===== src/rtl/add_arb_pkg.sv =====
// Shared types and sizes for the add_arbiter block: FSM state encoding,
// datapath width, overflow counter width and default requester count.
package add_arb_pkg;

  localparam int unsigned DATA_W    = 64;
  localparam int unsigned OVF_CNT_W = 16;
  localparam int unsigned N_REQ_DEF = 4;

  typedef enum logic [1:0] {
    S_IDLE = 2'd0,
    S_CALC = 2'd1,
    S_RESP = 2'd2
  } state_e;

endpackage


===== src/rtl/ADD.sv =====
// 64-bit carry-lookahead adder.
// Ports: input1/input2 operands, c_in carry-in; out sum, carry_out unsigned
// carry from bit 63, overflow_check signed two's-complement overflow.
module ADD (
  input  logic [63:0] input1,
  input  logic [63:0] input2,
  input  logic        c_in,
  output logic [63:0] out,
  output logic        carry_out,
  output logic        overflow_check
);

  logic [63:0] gen;
  logic [63:0] prop;
  logic [64:0] carry;

  // Per-bit generate/propagate and the carry recurrence built from them.
  always_comb begin
    gen      = input1 & input2;
    prop     = input1 ^ input2;
    carry    = '0;
    carry[0] = c_in;
    for (int i = 0; i < 64; i++) begin
      carry[i+1] = gen[i] | (prop[i] & carry[i]);
    end
  end

  assign out            = prop ^ carry[63:0];
  assign carry_out      = carry[64];
  // Signed overflow: carry into the sign bit differs from carry out of it.
  assign overflow_check = carry[64] ^ carry[63];

endmodule


===== src/rtl/rr_arbiter.sv =====
// Combinational round-robin pick: first valid requester at or after rr_ptr,
// wrapping at N_REQ.
// Ports: req_valid, rr_ptr in; grant_onehot, grant_id, any out.
module rr_arbiter #(
  parameter int unsigned N_REQ = 4,
  parameter int unsigned ID_W  = $clog2(N_REQ)
) (
  input  logic [N_REQ-1:0] req_valid,
  input  logic [ID_W-1:0]  rr_ptr,
  output logic [N_REQ-1:0] grant_onehot,
  output logic [ID_W-1:0]  grant_id,
  output logic             any
);

  always_comb begin
    int unsigned idx;
    grant_onehot = '0;
    grant_id     = '0;
    any          = 1'b0;
    idx          = 0;
    for (int unsigned i = 0; i < N_REQ; i++) begin
      idx = 32'(rr_ptr) + i;
      if (idx >= N_REQ) idx = idx - N_REQ;
      if (!any && req_valid[ID_W'(idx)]) begin
        any                        = 1'b1;
        grant_id                   = ID_W'(idx);
        grant_onehot[ID_W'(idx)]   = 1'b1;
      end
    end
  end

endmodule


===== src/rtl/add_arbiter.sv =====
// Shares one 64-bit ADD datapath among N_REQ valid/ready requesters.
// Round-robin grant in IDLE, operands registered into ADD during CALC,
// registered result held on the response channel in RESP until accepted.
// Ports: clk, rst (async, active-high); req_valid/req_ready/req_a/req_b/
// req_cin per requester; resp_valid/resp_ready/resp_id/resp_sum/resp_carry/
// resp_ovf response channel; ovf_count saturating overflow-response count.
module add_arbiter
  import add_arb_pkg::*;
#(
  parameter int unsigned N_REQ = N_REQ_DEF,
  parameter int unsigned ID_W  = $clog2(N_REQ)
) (
  input  logic                    clk,
  input  logic                    rst,
  input  logic [N_REQ-1:0]        req_valid,
  output logic [N_REQ-1:0]        req_ready,
  input  logic [N_REQ*DATA_W-1:0] req_a,
  input  logic [N_REQ*DATA_W-1:0] req_b,
  input  logic [N_REQ-1:0]        req_cin,
  output logic                    resp_valid,
  input  logic                    resp_ready,
  output logic [ID_W-1:0]         resp_id,
  output logic [DATA_W-1:0]       resp_sum,
  output logic                    resp_carry,
  output logic                    resp_ovf,
  output logic [OVF_CNT_W-1:0]    ovf_count
);

  state_e                state_q, state_d;
  logic [ID_W-1:0]       rr_ptr_q, rr_ptr_d;
  logic [DATA_W-1:0]     a_q, a_d;
  logic [DATA_W-1:0]     b_q, b_d;
  logic                  cin_q, cin_d;
  logic [ID_W-1:0]       id_q, id_d;
  logic [DATA_W-1:0]     sum_q, sum_d;
  logic                  carry_q, carry_d;
  logic                  ovf_q, ovf_d;
  logic                  resp_valid_q, resp_valid_d;
  logic [OVF_CNT_W-1:0]  ovf_count_q, ovf_count_d;

  logic [N_REQ-1:0]      grant_onehot;
  logic [ID_W-1:0]       grant_id;
  logic                  grant_any;
  logic [DATA_W-1:0]     add_out;
  logic                  add_carry;
  logic                  add_ovf;

  rr_arbiter #(.N_REQ(N_REQ), .ID_W(ID_W)) u_rr (
    .req_valid    (req_valid),
    .rr_ptr       (rr_ptr_q),
    .grant_onehot (grant_onehot),
    .grant_id     (grant_id),
    .any          (grant_any)
  );

  ADD u_add (
    .input1         (a_q),
    .input2         (b_q),
    .c_in           (cin_q),
    .out            (add_out),
    .carry_out      (add_carry),
    .overflow_check (add_ovf)
  );

  // Ready is only offered in IDLE and is forced low while reset is held.
  assign req_ready = (state_q == S_IDLE && !rst) ? grant_onehot : '0;

  // Next-state and register updates.
  always_comb begin
    state_d      = state_q;
    rr_ptr_d     = rr_ptr_q;
    a_d          = a_q;
    b_d          = b_q;
    cin_d        = cin_q;
    id_d         = id_q;
    sum_d        = sum_q;
    carry_d      = carry_q;
    ovf_d        = ovf_q;
    resp_valid_d = resp_valid_q;
    ovf_count_d  = ovf_count_q;
    case (state_q)
      S_IDLE: begin
        if (grant_any) begin
          a_d      = req_a[32'(grant_id)*DATA_W +: DATA_W];
          b_d      = req_b[32'(grant_id)*DATA_W +: DATA_W];
          cin_d    = req_cin[grant_id];
          id_d     = grant_id;
          rr_ptr_d = (32'(grant_id) == N_REQ - 1) ? '0 : grant_id + ID_W'(1);
          state_d  = S_CALC;
        end
      end
      S_CALC: begin
        sum_d        = add_out;
        carry_d      = add_carry;
        ovf_d        = add_ovf;
        resp_valid_d = 1'b1;
        state_d      = S_RESP;
      end
      S_RESP: begin
        if (resp_ready) begin
          resp_valid_d = 1'b0;
          state_d      = S_IDLE;
          if (ovf_q && ovf_count_q != '1) begin
            ovf_count_d = ovf_count_q + OVF_CNT_W'(1);
          end
        end
      end
      default: state_d = S_IDLE;
    endcase
  end

  always_ff @(posedge clk or posedge rst) begin
    if (rst) begin
      state_q      <= S_IDLE;
      rr_ptr_q     <= '0;
      a_q          <= '0;
      b_q          <= '0;
      cin_q        <= 1'b0;
      id_q         <= '0;
      sum_q        <= '0;
      carry_q      <= 1'b0;
      ovf_q        <= 1'b0;
      resp_valid_q <= 1'b0;
      ovf_count_q  <= '0;
    end else begin
      state_q      <= state_d;
      rr_ptr_q     <= rr_ptr_d;
      a_q          <= a_d;
      b_q          <= b_d;
      cin_q        <= cin_d;
      id_q         <= id_d;
      sum_q        <= sum_d;
      carry_q      <= carry_d;
      ovf_q        <= ovf_d;
      resp_valid_q <= resp_valid_d;
      ovf_count_q  <= ovf_count_d;
    end
  end

  assign resp_valid = resp_valid_q;
  assign resp_id    = id_q;
  assign resp_sum   = sum_q;
  assign resp_carry = carry_q;
  assign resp_ovf   = ovf_q;
  assign ovf_count  = ovf_count_q;

endmodule


===== config.mk =====
export PLATFORM = sky130hd
export DESIGN_NAME = add_arbiter
export DESIGN_NICKNAME = d
export VERILOG_FILES = /design/src/rtl/add_arb_pkg.sv /design/src/rtl/ADD.sv /design/src/rtl/rr_arbiter.sv /design/src/rtl/add_arbiter.sv
export SDC_FILE = /design/constraint.sdc
export NUM_CORES = 1
export LEC_CHECK = 0
export ABC_AREA = 1
export CAP_MARGIN = 20
export CORE_AREA = 5 5 238 240
export CTS_BUF_LIST = sky130_fd_sc_hd__clkbuf_8
export DETAILED_ROUTE_END_ITERATION = 8
export DIE_AREA = 0 0 243 245
export SLEW_MARGIN = 20
export SYNTH_ARGS = -nofsm -noshare
export SYNTH_HDL_FRONTEND = slang
export SYNTH_SLANG_ARGS = --single-unit

===== constraint.sdc =====
create_clock -name clk -period 32 [get_ports clk]
set_input_delay 9.6 -clock clk [delete_from_list [all_inputs] [get_ports clk]]
set_output_delay 9.6 -clock clk [all_outputs]
set_load 0.01 [all_outputs]

==> metrics.cfg <==
[placed_design]
place.gp.congestion=0.891
post-dp-hpwl_um=51800
detailedPlace.worstSlack_ns=5.34
placed_cell_area_mm2=0.0214
dp.cells=3277
portBuffers=611

[die]
die_y_um=245
die-area_mm2=0.0595
start_util=0.275
rows=86
core-area_mm2=0.0544
dieWidth_um=243
ioPinCount=612

[timing]
tns_ns=0
setup_viol=0
finalCritPeriodShare=0.834
rsz0062_at_grt=false
drv_slew=0
setup_slack_ns=5.31
max_freq_mhz=37.5
timing.hold.ws_ns=0.474
skew_ns=0.0275
hold_viol=0
slew_headroom=0.257
period_minus_slack_ns=26.69
worstMarginPinSlew_ns=1.11

[final_layout]
stdcell_area_mm2=0.0222
area_growth_pct=48.6
layout-drive-gt1-share=0.0628
fin_util=0.409
finalNonFillerCells=3348
final_net_count=3212

[cts]
hold_buffers=0
cts_root_buffer=clkbuf_8
cts.clk_slew.worst_paths_ns=0.05
clk_path_buf_depth=3
cts_resized=0
cts_setup_buffers=0
numCtsBuffers=42
cts_tree=yes
clock-sinks=218
clock_latency_ns=0.59
htree_levels=2

[synth]
syn_nets=2676
yosysMostFrequentCell=nand2_1
synth_top_area_share=0.364
syn_area_per_cell_um2=7.19
synthArstFlopShare=1.00
synth_commonest_cells=nand2_1 (1032), nand3_1 (248), dfrtp_1 (218), nor2_1 (160), fa_1 (64)
synthTopCellsByArea=dfrtp_1 (36%), nand2_1 (26%), fa_1 (8.6%)
ys_seq_area_frac=0.364
ys.flop_type=dfrtp_1
mappedNetlistArea_mm2=0.0150
ys_types=35
synth-edff-count=0
synthCells=2081
synth_area_leader_cell=dfrtp_1
synth-seq-cells=218
yosys_warnings=0

[power]
power.leakage_nw=10.7
power.density_mw_per_mm2=122
power_mw=2.71
ir_drop_v=0.0000780

[global_routing]
grt_pass1_wl_um=100000
grt_use_total=0.217
grt_pass1_vias=16500
grt-ovfl-total=0
antenna_found_initial=5
grt_max_degree=103

[worst_setup_path]
cp_data_arrival_time_ns=27.18
crit_slowest_cell=fa_1
cp_slowest_stage_delay_ns=0.53
crit_required_ns=32.49
critPathKind=reg2reg
path_buf_inv=3
cp_common_cell=fa_1
crit_path_max_fanout=2
critPathTopFamily=adder cells
critical_path.endpoint_type=flop
start_kind=flop

[route]
wl_per_cell_um=19.9
ant_nets=0
routed_via_density=4.70
drt-total-wl_um=66700
drt-pass1-iter-count=5
drtIter0Drc=899
drc=0
vias=15700

[outcome]
outcome=finished clean

[hold_path]
hold_path_class=reg2reg

[run]
drv_cap=0

-- final timing paths --
| path | from | endpoint | slack [ns] | depth (start not counted) |
|---|---|---|---|---|
| min in group asynchronous | rst | resp_ovf$_DFFE_PP0P_ | 9.51 | 2 |
| max in group asynchronous | rst | b_q[40]$_DFFE_PP0P_ | 20.32 | 4 |
| min | resp_valid$_DFFE_PP0P_ | resp_valid$_DFFE_PP0P_ | 0.47 | 2 |
| max | a_q[0]$_DFFE_PP0P_ | resp_sum[63]$_DFFE_PP0P_ | 5.31 | 68 |
| max reg2reg | a_q[0]$_DFFE_PP0P_ | resp_sum[63]$_DFFE_PP0P_ | 5.31 | 68 |
| min reg2reg | resp_valid$_DFFE_PP0P_ | resp_valid$_DFFE_PP0P_ | 0.47 | 2 |
-- metal layers --
| layer | vias up | GRT usage | routed length, um |
|---|---|---|---|
| li1 | 7618 | - | - |
| met4 | 6 | 0.0781 | 2160 |
| met2 | 580 | 0.347 | 30800 |
| met1 | 7429 | 0.289 | 29400 |
| met5 | - | 0 | 46 |
| met3 | 107 | 0.0492 | 4250 |
-- layout by cell type, fill, tap and decap left out, types with 8 or more instances in the layout --
| master | n |
|---|---|
| ha_1 | 8 |
| clkbuf_8 | 54 |
| nand3_1 | 248 |
| nor2_1 | 160 |
| clkdlybuf4s50_1 | 611 |
| fa_1 | 64 |
| buf_4 | 14 |
| nand2_1 | 1031 |
| o21bai_1 | 48 |
| o21ai_0 | 11 |
| xor2_1 | 8 |
| mux2_2 | 62 |
| dfrtp_1 | 218 |
| inv_1 | 43 |
-- power breakdown --
part | internal (mW) | switching (mW) | total, mW
Clock | 0.158 | 0.124 | 0.282
Combinational | 0.658 | 1.23 | 1.89
Sequential | 0.422 | 0.121 | 0.543
Total | 1.24 | 1.47 | 2.71
-- area by class of cell --
class,instances,area [um^2]
clock inverter,15,95.1
tap,704,881
antenna,2,5.00
clock buffer,54,743
fill,5640,32200
multi-input combinational,1688,8670
timing repair buffer,625,6220
sequential,218,5460
inverter,42,174
-- worst reg2reg max path, delay by kind of cell (launching register included) --
family / cells / cell delay (ns)
fa+ha+maj: 64 / 25.84
flops: 1 / 0.35
buf+inv: 3 / 0.24
compound gates: 1 / 0.17
-- sequential cells by signal (all words and copies together) (netlist names), named ones only --
signal / flops
a_q: 64
resp_valid: 1
resp_carry: 1
resp_sum: 64
b_q: 64
ovf_count: 16
rr_ptr_q: 1
state_q: 2
resp_ovf: 1
cin_q: 1
resp_id: 2
-- logic make-up (layout without fill, tap and decap cells) --
family,after synthesis,after routing,synth area share
flip-flops,218,218,0.364
multiplexers,62,62,0.0466
other,0,2,0
buffers and inverters,175,736,0.0587
XOR/XNOR,15,15,0.00878
AO/OA/AOI/OAI,69,69,0.0320
adder cells (fa/ha/maj),72,72,0.0923
AND/OR/NAND/NOR,1470,1470,0.397
Power figures use the tool's default switching activity.
